<file path="config.mk">
export PLATFORM = sky130hd
export DESIGN_NAME = water_supply_counter
export DESIGN_NICKNAME = d
export VERILOG_FILES = /design/src/rtl/water_supply_counter_pkg.sv /design/src/rtl/water_supply_counter_step_divider.sv /design/src/rtl/water_supply_counter.sv
export SDC_FILE = /design/constraint.sdc
export NUM_CORES = 1
export LEC_CHECK = 0
export ABC_AREA = 1
export BUFFER_PORTS_ARGS = -buffer_cell sky130_fd_sc_hd__buf_2
export CORE_UTILIZATION = 41
export DETAILED_ROUTE_END_ITERATION = 12
export PLACE_DENSITY = 0.62
export SLEW_MARGIN = 40
export SYNTH_ARGS = -nofsm -noshare
export SYNTH_HDL_FRONTEND = slang
export SYNTH_HIERARCHICAL = 1
export SYNTH_SLANG_ARGS = --single-unit
</file>
<file path="constraint.sdc">
create_clock -name clk -period 5.5 [get_ports clk]
set_input_delay 0.825 -clock clk [delete_from_list [all_inputs] [get_ports clk]]
set_output_delay 0.825 -clock clk [all_outputs]
set_load 0.02 [all_outputs]
</file>
<file path="src/rtl/water_supply_counter_pkg.sv">
// water_supply_pkg: shared FSM state type and tank level constants for the water supply counter.
package water_supply_pkg;
    localparam int LEVEL_W = 3;
    localparam logic [LEVEL_W-1:0] LEVEL_FULL = 3'd0;
    localparam logic [LEVEL_W-1:0] LEVEL_EMPTY = 3'd7;
    localparam logic [LEVEL_W-1:0] LOW_ALARM_LEVEL = 3'd6;
    typedef enum logic [1:0] {IDLE, DRAINING, EMPTY, REFILLING} state_t;
endpackage

</file>
<file path="src/rtl/water_supply_counter_step_divider.sv">
// water_step_divider: counts tick pulses and emits a one-cycle step when the terminal count is reached.
module water_step_divider (
    input  logic       clk,
    input  logic       reset,
    input  logic       tick,
    input  logic       clear,
    input  logic [7:0] term,
    output logic       step
);
    logic [7:0] count;
    assign step = tick && (count == term - 8'd1);
    always_ff @(posedge clk) begin
        if (reset || clear) count <= 8'd0;
        else if (tick) count <= step ? 8'd0 : count + 8'd1;
    end
endmodule

</file>
<file path="src/rtl/water_supply_counter.sv">
// water_supply_counter: tank level FSM draining/refilling on prescaled ticks.
// Optional LOW_LEVEL_ALARM_EN drives low_alarm when the tank is nearly empty.
module water_supply_counter
    import water_supply_pkg::*;
#(
    parameter int DRAIN_TICKS = 4,
    parameter int REFILL_TICKS = 2
) (
    input  logic               clk,
    input  logic               reset,
    input  logic               tick,
    input  logic               valve_open,
    input  logic               refill_req,
    output logic [LEVEL_W-1:0] water_level,
    output logic               irrigating,
    output logic               pump_on,
    output logic               tank_full,
    output logic               tank_empty,
    output logic               low_alarm
);
    state_t state, next_state;
    logic [LEVEL_W-1:0] next_level;
    logic step;
    water_step_divider u_div (
        .clk(clk),
        .reset(reset),
        .tick(tick && (state == DRAINING || state == REFILLING)),
        .clear(next_state != state),
        .term(state == REFILLING ? 8'(REFILL_TICKS) : 8'(DRAIN_TICKS)),
        .step(step)
    );
    // refill_req outranks everything except an ongoing refill
    always_comb begin
        next_state = state;
        next_level = water_level;
        if (refill_req && water_level != LEVEL_FULL && state != REFILLING)
            next_state = REFILLING;
        else if (state == IDLE && valve_open && water_level != LEVEL_EMPTY)
            next_state = DRAINING;
        else if (state == DRAINING && !valve_open)
            next_state = IDLE;
        else if (step) begin
            next_level = state == DRAINING ? water_level + 3'd1 : water_level - 3'd1;
            next_state = (state == DRAINING && next_level == LEVEL_EMPTY) ? EMPTY :
                         (state == REFILLING && next_level == LEVEL_FULL) ? IDLE : state;
        end
    end
    always_ff @(posedge clk) begin
        if (reset) begin
            state <= IDLE;
            water_level <= LEVEL_FULL;
            irrigating <= 1'b0;
            pump_on <= 1'b0;
            tank_full <= 1'b1;
            tank_empty <= 1'b0;
        end else begin
            state <= next_state;
            water_level <= next_level;
            irrigating <= next_state == DRAINING;
            pump_on <= next_state == REFILLING;
            tank_full <= next_level == LEVEL_FULL;
            tank_empty <= next_level == LEVEL_EMPTY;
        end
    end
`ifdef LOW_LEVEL_ALARM_EN
    always_ff @(posedge clk) low_alarm <= reset ? 1'b0 : next_level >= LOW_ALARM_LEVEL;
`else
    assign low_alarm = 1'b0;
`endif
endmodule

</file>
==> results of run 1 <==
==> kinds of logic (layout without fill, tap and decap cells) <==
logic type                 after synthesis  in the layout
buffers and inverters                   40             51
and+or+nand+nor                        121            121
DFF                                     17             17
AOI/OAI and AO/OA                       10             10
other                                    1             21
adders and majority gates                6              6
xor gates and xnor gates                12             12
==> path summary, 6_finish.rpt <==
path | depth (start not counted) | start | slack, ps | to
worst max-delay path | 19 | state[0] | 2640 | u_div/count[4]
worst min-delay path | 2 | u_div/count[0] | 520 | u_div/count[0]
worst max register to register | 19 | state[0] | 2640 | u_div/count[4]
worst min register to register | 2 | u_div/count[0] | 520 | u_div/count[0]
==> per-layer routing <==
| metal | global-route usage | up-vias | wire length, um | share of wire |
|---|---|---|---|---|
| met5 | 0 | - | 0 | 0 |
| met4 | 0.0612 | 0 | 27 | 0.011 |
| met3 | 0.00655 | 2 | 38 | 0.016 |
| met2 | 0.194 | 9 | 905 | 0.38 |
| met1 | 0.248 | 483 | 1400 | 0.59 |
| li1 | - | 669 | - | - |
==> synth_stat cells (2+ instances only) <==
| cell type | n |
|---|---|
| sky130_fd_sc_hd__a21oi_1 | 5 |
| sky130_fd_sc_hd__nor2_1 | 21 |
| sky130_fd_sc_hd__buf_6 | 2 |
| sky130_fd_sc_hd__xor2_1 | 10 |
| sky130_fd_sc_hd__nand3_1 | 15 |
| sky130_fd_sc_hd__inv_1 | 31 |
| sky130_fd_sc_hd__dfxtp_1 | 17 |
| sky130_fd_sc_hd__xnor2_1 | 2 |
| sky130_fd_sc_hd__nor2_4 | 2 |
| sky130_fd_sc_hd__nand3b_1 | 3 |
| sky130_fd_sc_hd__ha_1 | 5 |
| sky130_fd_sc_hd__inv_2 | 2 |
| sky130_fd_sc_hd__nand4_1 | 5 |
| sky130_fd_sc_hd__nand2_2 | 8 |
| sky130_fd_sc_hd__nor2_2 | 4 |
| sky130_fd_sc_hd__inv_4 | 2 |
| sky130_fd_sc_hd__nand3_2 | 5 |
| sky130_fd_sc_hd__nand2_1 | 57 |
| sky130_fd_sc_hd__o21ai_0 | 3 |
==> per-stage QoR <==
step | setup slack [ps] | std cells | hold slack [ps]
floorplan | 3170 | 227 | 479
global placement | 2700 | 278 | 510
detailed placement | 2660 | 278 | 508
CTS | 2630 | 282 | 522
global route | 2280 | 282 | 544
finish | 2640 | 282 | 522
==> worst register-to-register path: cells and delay by family, from the launching register on <==
family	cells	cell delay, ps
adders and majority gates	1	230
buffers and inverters	4	420
DFF	1	630
and+or+nand+nor	14	1550
==> flip-flops by register name, summed over array words and instances (netlist names) <==
register and count:
u_div/count 8, water_level 3, state 2, irrigating 1, pump_on 1, tank_empty 1
tank_full 1
==> power groups by stage <==
| stage | combinational, mW | sequential (mW) | clock, mW |
|---|---|---|---|
| 3_3_place_gp | 0.0324 | 0.130 | 0 |
| 3_5_place_dp | 0.0320 | 0.130 | 0 |
| 4_1_cts | 0.0321 | 0.127 | 0.0674 |
| 6_report | 0.0322 | 0.127 | 0.0631 |
| 5_1_grt | 0.0370 | 0.127 | 0.0736 |
| 2_1_floorplan | 0.0281 | 0.129 | 0 |
==> layout make-up <==
| class | count | area (um^2) | area share |
|---|---|---|---|
| clock buffers | 4 | 26.3 | 0.0172 |
| flip-flops and latches | 17 | 340 | 0.223 |
| multi-input cells | 170 | 908 | 0.595 |
| repair buffers | 11 | 55.1 | 0.0361 |
| well taps | 44 | 55.1 | 0.0361 |
| inverters | 36 | 141 | 0.0926 |
==> flow_summary.json, run 1 <==
{
  "post-route-util": 0.496,
  "flow.area_growth_from_synthesis_pct": 13.1,
  "drive_gt1_frac": 0.168,
  "synth.area.top_cells": "sky130_fd_sc_hd__dfxtp_1, sky130_fd_sc_hd__nand2_1, sky130_fd_sc_hd__inv_1",
  "crit_path_start_kind": "register",
  "vdd_drop_max_v": 0.000158,
  "ys_async_sr_fraction": 0,
  "powerDensity_nw_per_um2": 146,
  "cts_inserted_buffers": 3,
  "timing.critical_path.slowest_stage_cell": "sky130_fd_sc_hd__dfxtp_1",
  "drt_iter0_markers": 32,
  "yosys.area_share.xor_xnor": 0.0778,
  "synth-main-ff-cell": "sky130_fd_sc_hd__dfxtp_1",
  "comb_power_share": 0.145,
  "clk_root_buf": "sky130_fd_sc_hd__clkbuf_4",
  "yosys_warnings": 6,
  "routed_via_density": 4.12,
  "grt_first_pass_wirelength_mm": 4.07,
  "critical_path.cell_chain": "nand2_1 -> inv_1 -> inv_1 -> ha_1 -> inv_1 -> nand2_1 -> nand3b_1 -> nand4_1 -> nor2_1 -> nand2_2 -> inv_1 -> nand3_1 -> nand2_1 -> nand3_1 -> nand2_1 -> nand2_1 -> nor2_1 -> nand2_2 -> nor2_1",
  "worst_path_most_repeated_cell": "sky130_fd_sc_hd__nand2_1",
  "timing.critical_path.to_type": "register",
  "critical-path-top-delay-family": "simple AND/OR/NAND/NOR gates",
  "final.period_utilization": 0.521,
  "seqPwrFrac": 0.571,
  "timing.final.crit_period_ps": 2860,
  "synth-edff-count": 0,
  "routed_wirelength_mm": 2.37,
  "portBuffers": 11,
  "p_sw_frac": 0.264,
  "synth_simple_gate_area_frac": 0.430,
  "timing.fmax_mhz": 349,
  "clock_tree_buffer_depth": 2,
  "syn_area_per_cell_um2": 6.52,
  "holdCritPathClass": "register to register",
  "mostFrequentLayoutCell": "sky130_fd_sc_hd__nand2_1",
  "hold_viol_final": 0,
  "post_synth_instance_area_um2": 1350,
  "finalSetupTns_ps": 0,
  "setup-violations-final": 0,
  "detailed_place.area_um2": 1500,
  "dp_hpwl_mm": 1.95,
  "clkSlewWorstSetupHoldPaths_ps": 90,
  "outcome": "finished clean",
  "quantity_of_gates_resized_following_cts": 0,
  "switching_power_mw": 0.0587,
  "die_area_um2": 3530,
  "crit_arrival_ps": 3080,
  "ys_ff_latch": 17,
  "synth.yosys.seq_area_share": 0.252,
  "cell_internal_pwr_mw": 0.164,
  "wl_per_cell_um": 8.40,
  "fill_cells": 325,
  "power.static_leakage_nw": 0.816,
  "drt_first_pass_iters": 4,
  "initial_utilization": 0.439,
  "globalplace.congestion": 0.818,
  "worst_path_maximum_fanout": 9,
  "netlist_instances": 207,
  "cts_tree": "yes",
  "clock_insertion_delay_worst_skew_ps": 280,
  "power_frac_clock": 0.284,
  "postCtsSetupBuffers": 0,
  "antenna_found_initial": 0,
  "postLayoutCellArea_um2": 1530,
  "number_of_vias_in_the_routed_layout": 1163,
  "synth-compound-area-share": 0.0454,
  "p_total_mw": 0.222,
  "synth-adder-area-share": 0.0612,
  "worst_path_largest_cell_delay_ps": 630,
  "finalNetCount": 250,
  "placement_rows": 20,
  "die_h_um": 59.4,
  "yosysUniqueCellTypes": 27,
  "required_ps": 5720,
  "report.final.slew_viol_count": 0,
  "unrepaired_setup_endpoints_after_global_routing": "no",
  "gr-total-overflow": 0,
  "antenna_cells": 0,
  "floorplan.core_area_um2": 3080,
  "synth_top_area_frac": 0.252,
  "pin_count_of_the_biggest_net_entering_global_routing": 10,
  "grtUsageTotal": 0.150,
  "number_of_hold_buffers_added_after_cts": 0,
  "maxCapViolCount": 0,
  "die_w_um": 59.4,
  "critical_path.n_buffers_inverters": 4,
  "htree_levels": 1,
  "critPathKind": "register to register",
  "io_pins": 13,
  "synth_top_cell_by_area": "sky130_fd_sc_hd__dfxtp_1",
  "first_global_vias": 937,
  "fin_skew_ps": 2.82,
  "mostFrequentLayoutCells": "sky130_fd_sc_hd__nand2_1, sky130_fd_sc_hd__inv_1, sky130_fd_sc_hd__nor2_1, sky130_fd_sc_hd__conb_1, sky130_fd_sc_hd__dfxtp_1",
  "route.detailed.drc": 0,
  "clock-sinks": 17,
  "ant_nets": 0,
  "dominant_combinational_cell_family_by_area_after_synthesis": "simple AND/OR/NAND/NOR gates",
  "synthMuxAreaShare": 0
}
Power figures use the tool's default switching activity.
==> inputs of run 2 (changes only) <==
ABC_AREA = 0   (was 1)
clock period = 2.9 ns   (was 5.5 ns; I/O delays follow)
==> run 2 against run 1 <==
  * Register-to-register slack lost 2500 ps
  * Critical endpoint is now u_div/count[7]
  * Sequential power grew 87%
  * Largest cell class unchanged
  * Largest power group unchanged
  * Flip-flop and latch count is the same
==> flow_summary.json, run 2 <==
{
  "outcome": "finished clean",
  "timing.final.crit_period_ps": 2790,
  "grtUsageTotal": 0.178,
  "reg_top3": "u_div/count x8, water_level x3, state x2",
  "htree_levels": 1,
  "io_pins": 13,
  "crit_path_start_kind": "register",
  "ant_nets": 0,
  "worst_path_maximum_fanout": 6,
  "portBuffers": 11,
  "vdd_drop_max_v": 0.000273,
  "synth-main-ff-cell": "sky130_fd_sc_hd__dfxtp_1",
  "antenna_found_initial": 0,
  "post-route-util": 0.547,
  "routed_via_density": 5.20,
  "timing.critical_path.to_type": "register",
  "synth.area.top_cells": "sky130_fd_sc_hd__dfxtp_1, sky130_fd_sc_hd__xor2_1, sky130_fd_sc_hd__xnor2_1",
  "crit_arrival_ps": 3010,
  "placement_rows": 19,
  "maxCapViolCount": 0,
  "finalSetupTns_ps": 0,
  "holdCritPathClass": "input pin to register",
  "route.detailed.drc": 0,
  "mostFrequentLayoutCell": "sky130_fd_sc_hd__conb_1",
  "finalNetCount": 193,
  "drive_gt1_frac": 0.254,
  "synth.cells.most_frequent": "sky130_fd_sc_hd__dfxtp_1, sky130_fd_sc_hd__a21oi_1, sky130_fd_sc_hd__nor2_1, sky130_fd_sc_hd__nor3_1, sky130_fd_sc_hd__xor2_1",
  "cts_tree": "yes",
  "ys_ff_latch": 17,
  "dp_hpwl_mm": 2.02,
  "timing.fmax_mhz": 359,
  "hold_viol_final": 0,
  "die_w_um": 56.2,
  "antenna_cells": 0,
  "pin_count_of_the_biggest_net_entering_global_routing": 12,
  "dpl_worst_slack_ps": -9.08,
  "clkSlewWorstSetupHoldPaths_ps": 100,
  "gr-total-overflow": 0,
  "grt_first_pass_wirelength_mm": 4.37,
  "critPathKind": "register to register",
  "clk_root_buf": "sky130_fd_sc_hd__clkbuf_4",
  "report.final.slew_viol_count": 0,
  "combined_flip_flop_and_latch_cell_area_um2": 343,
  "yosys_warnings": 6,
  "reg2reg_slack_ps": 110,
  "mostFrequentLayoutCells": "sky130_fd_sc_hd__conb_1, sky130_fd_sc_hd__dfxtp_1, sky130_fd_sc_hd__buf_2",
  "post_synth_instance_area_um2": 1200,
  "top_layer": "met4",
  "p_total_mw": 0.431,
  "multi_input_comb_area_um2": 962,
  "floorplan.core_area_um2": 2760,
  "register_containing_the_most_flip_flops_in_the_final_layout": "u_div/count",
  "final.period_utilization": 0.961,
  "synth_top_area_frac": 0.283,
  "fill_cells": 267,
  "flow.area_growth_from_synthesis_pct": 25.5,
  "wl_met2_mm": 1.28,
  "fin_skew_ps": 4.52,
  "largest_register_ff_count": 8,
  "die_h_um": 56.2,
  "synth.yosys.seq_area_share": 0.283,
  "synth_top_cell_by_area": "sky130_fd_sc_hd__dfxtp_1",
  "clock-sinks": 17,
  "netlist_instances": 138,
  "top_count_cell_post_synth": "sky130_fd_sc_hd__dfxtp_1",
  "required_ps": 3120,
  "yosysUniqueCellTypes": 49,
  "power.static_leakage_nw": 0.616,
  "number_of_vias_in_the_routed_layout": 1103,
  "routedLengthMet1_mm": 1.13,
  "unrepaired_setup_endpoints_after_global_routing": "no",
  "clock_tree_buffer_depth": 2,
  "globalplace.congestion": 0.768,
  "die_area_um2": 3150,
  "wl_per_cell_um": 11.8,
  "ys_async_sr_fraction": 0,
  "synth-edff-count": 0,
  "routed-wl-met3_um": 59,
  "drt_iter0_markers": 19,
  "cts_inserted_buffers": 3,
  "clock_insertion_delay_worst_skew_ps": 290,
  "first_global_vias": 1012,
  "powerDensity_nw_per_um2": 286,
  "syn_area_per_cell_um2": 8.71,
  "routed_wirelength_mm": 2.50,
  "worst_slack_ps": 113,
  "initial_utilization": 0.436,
  "whs_ps": 481,
  "drt_first_pass_iters": 4,
  "setup-violations-final": 0
}
-- run 2: logic make-up after synthesis --
group           count (synthesis)  synth area share
fa+ha+maj                       6            0.0687
flops                          17             0.283
compound gates                 30             0.186
other cells                     1           0.00312
xor+xnor                       17             0.124
mux                             1           0.00936
buf+inv                         8            0.0322
simple gates                   58             0.293
-- run 2: what timing repair did --
action | CTS | global route
hold buffers | 0 | 0
setup buffers | 0 | 1
endpoints found under the hold margin | 0 | 0
gates resized for setup | 2 | 8
pin swaps | 4 | 13
endpoints found under the setup margin | 6 | 9
-- run 2: routing by layer --
layer	up-vias	GRT usage
met5	-	0
met4	0	0.0941
met3	4	0.0163
met2	14	0.304
met1	511	0.222
li1	574	-
-- run 2: report_power, final --
part	internal, mW	total [mW]	switching [mW]
combinational	0.0294	0.0712	0.0418
clock	0.0512	0.122	0.0706
sequential	0.236	0.238	0.00216
-- run 2: final timing paths --
path,start,to,cells past startpoint
setup reg to reg,state[1],u_div/count[7],10
hold reg to reg,u_div/count[1],u_div/count[1],2
hold / removal,reset,state[1],2
setup / recovery,state[1],u_div/count[7],10
-- run 2: cell type report --
type | instances | share of cell area
clock inverters | 1 | 0.00332
clock buffers | 3 | 0.0149
flip-flops and latches | 17 | 0.227
multi-input cells | 136 | 0.638
inverters | 4 | 0.00995
repair buffers | 20 | 0.0813
well taps | 31 | 0.0257
-- run 2: worst max-delay path: stages, from the launching register on --
cell                       delay [ps]
sky130_fd_sc_hd__dfxtp_2          340
sky130_fd_sc_hd__buf_4            150
sky130_fd_sc_hd__nand2b_1         260
sky130_fd_sc_hd__ha_1             360
sky130_fd_sc_hd__ha_1             210
sky130_fd_sc_hd__mux2_2           270
sky130_fd_sc_hd__a31oi_1          130
sky130_fd_sc_hd__nor2_1            80
sky130_fd_sc_hd__a2111o_1         460
sky130_fd_sc_hd__or2_4            310
sky130_fd_sc_hd__nor3_2           150
-- run 2: stage by stage --
stage	cells	instance area, um^2
4_1_cts	211	1460
3_5_place_dp	207	1430
5_1_grt	212	1510
3_3_place_gp	207	1430
2_1_floorplan	161	1300
6_report	212	1510
==> inputs of run 3 (changes only) <==
CORE_UTILIZATION = 55   (was 41)
PLACE_DENSITY = 0.8   (was 0.62)
==> run 3 against run 2 <==
  * Register-to-register slack about the same
  * Non-clock buffer count up 4
  * Setup slack worse by 6.4 ps
  * Critical path depth unchanged
  * Global-route usage up 8.8 points
  * Critical path type unchanged
  * Total power up 2.0%
  * Clock power up 6%
  * Largest power group unchanged
  * Combinational power up 2%
  * Largest cell class unchanged
==> flow_summary.json, run 3 (synthesis gave the netlist of run 2 again) <==
{
  "critPathKind": "register to register",
  "mostFrequentLayoutCells": "sky130_fd_sc_hd__conb_1, sky130_fd_sc_hd__dfxtp_1, sky130_fd_sc_hd__buf_4",
  "clock_tree_buffer_depth": 2,
  "portBuffers": 11,
  "antenna_cells": 0,
  "post_layout_nonfiller_instances": 212,
  "crit_arrival_ps": 3020,
  "timing.critical_path.to_type": "register",
  "hold_viol_final": 0,
  "die_w_um": 48.8,
  "number_of_hold_buffers_added_after_cts": 0,
  "crit_path_start_kind": "register",
  "clk_root_buf": "sky130_fd_sc_hd__clkbuf_4",
  "required_ps": 3130,
  "ant_nets": 0,
  "placed_cells": 206,
  "timing.fmax_mhz": 358,
  "dpl_worst_slack_ps": -48.5,
  "worst_path_largest_cell_delay_ps": 500,
  "initial_utilization": 0.601,
  "route.detailed.drc": 0,
  "globalplace.congestion": 0.901,
  "first_global_vias": 1227,
  "grtUsageTotal": 0.267,
  "drt_iter0_markers": 29,
  "finalNetCount": 197,
  "drt_first_pass_iters": 4,
  "largest_register_ff_count": 8,
  "reg_top3": "u_div/count x8, water_level x3, state x2",
  "dp_hpwl_mm": 2.17,
  "outcome": "finished clean",
  "drive_gt1_frac": 0.265,
  "wl_per_cell_um": 13.9,
  "cts_tree": "yes",
  "fill_cells": 154,
  "timing.final.crit_period_ps": 2790,
  "clock_insertion_delay_worst_skew_ps": 300,
  "routed_wirelength_mm": 2.94,
  "maxCapViolCount": 0,
  "antenna_found_initial": 0,
  "setup-violations-final": 0,
  "worst_slack_ps": 106,
  "htree_levels": 1,
  "final.period_utilization": 0.963,
  "powerDensity_nw_per_um2": 289,
  "pin_count_of_the_biggest_net_entering_global_routing": 12,
  "number_of_vias_in_the_routed_layout": 1191,
  "worstHoldPathCells": 2,
  "register_containing_the_most_flip_flops_in_the_final_layout": "u_div/count",
  "cts_inserted_buffers": 3,
  "post-route-util": 0.762,
  "timing.critical_path.slowest_stage_cell": "sky130_fd_sc_hd__or4_4",
  "critical_path.cell_chain": "nand2_4 -> or4_4 -> o221a_1 -> a211oi_2 -> a211oi_4 -> a31oi_1 -> nor2_1 -> a2111o_1 -> or2_4 -> nor3_2",
  "placement_rows": 16,
  "die_h_um": 48.8,
  "die_area_um2": 2380,
  "routed_via_density": 5.62,
  "grt_first_pass_wirelength_mm": 5.00,
  "io_pins": 13,
  "finalSetupTns_ps": 0,
  "vdd_drop_max_v": 0.000233,
  "worst_path_maximum_fanout": 6,
  "floorplan.core_area_um2": 2000,
  "flow.area_growth_from_synthesis_pct": 26.8,
  "power.static_leakage_nw": 0.641,
  "rr_worst_depth": 10,
  "mostFrequentLayoutCell": "sky130_fd_sc_hd__conb_1",
  "gr-total-overflow": 0,
  "clock-sinks": 17,
  "clkSlewWorstSetupHoldPaths_ps": 110,
  "holdCritPathClass": "input pin to register",
  "report.final.slew_viol_count": 0,
  "fin_skew_ps": 11.6
}
run 3: report_power, final:
| part | leakage [nW] | switching, mW | total [mW] | internal (mW) |
|---|---|---|---|---|
| registers | 0.138 | 0.00240 | 0.239 | 0.236 |
| logic | 0.485 | 0.0424 | 0.0726 | 0.0302 |
| clock network | 0.0177 | 0.0774 | 0.129 | 0.0514 |
| total | 0.641 | 0.122 | 0.440 | 0.318 |
run 3: path summary, 6_finish.rpt:
check / start / to / slack (ps)
hold / removal: reset / water_level[0] / 450
hold reg to reg: u_div/count[1] / u_div/count[1] / 550
setup / recovery: state[0] / u_div/count[3] / 110
setup reg to reg: state[0] / u_div/count[3] / 110
run 3: final cells by class:
| cell class | count | area, um^2 | area share |
|---|---|---|---|
| multi-input combinational | 136 | 953 | 0.625 |
| sequential | 17 | 343 | 0.225 |
| timing repair buffer | 24 | 153 | 0.100 |
| tap | 27 | 33.8 | 0.0221 |
| clock buffer | 3 | 22.5 | 0.0148 |
| inverter | 4 | 15.0 | 0.00984 |
| clock inverter | 1 | 5.00 | 0.00328 |
run 3: per-layer routing:
layer / vias to the layer above / part of all wire / global-route usage
li1: 576 / - / -
met2: 35 / 0.55 / 0.509
met1: 567 / 0.40 / 0.281
met5: - / 0 / 0
met3: 13 / 0.028 / 0.0409
met4: 0 / 0.027 / 0.123
run 3: repair_timing:
item / CTS / global route
resized for setup: 3 / 5
setup buffers: 1 / 1
endpoints found under the setup margin: 6 / 12
pin swaps: 3 / 8
hold endpoints to repair: 0 / 0
run 3: metrics by stage:
stage                     total power [mW]  hold slack, ps  cell area [um^2]
final                                0.440             446              1530
after global routing                 0.463             448              1530
after CTS                            0.434             440              1490
after global placement               0.306             522              1450
after floorplan                      0.292             499              1300
after detailed placement             0.309             526              1450
run 3: critical path, delay by kind of cell, from the launching register on:
| family | cells | cell delay (ps) |
|---|---|---|
| flops | 1 | 360 |
| simple gates | 5 | 1110 |
| compound gates | 5 | 1250 |
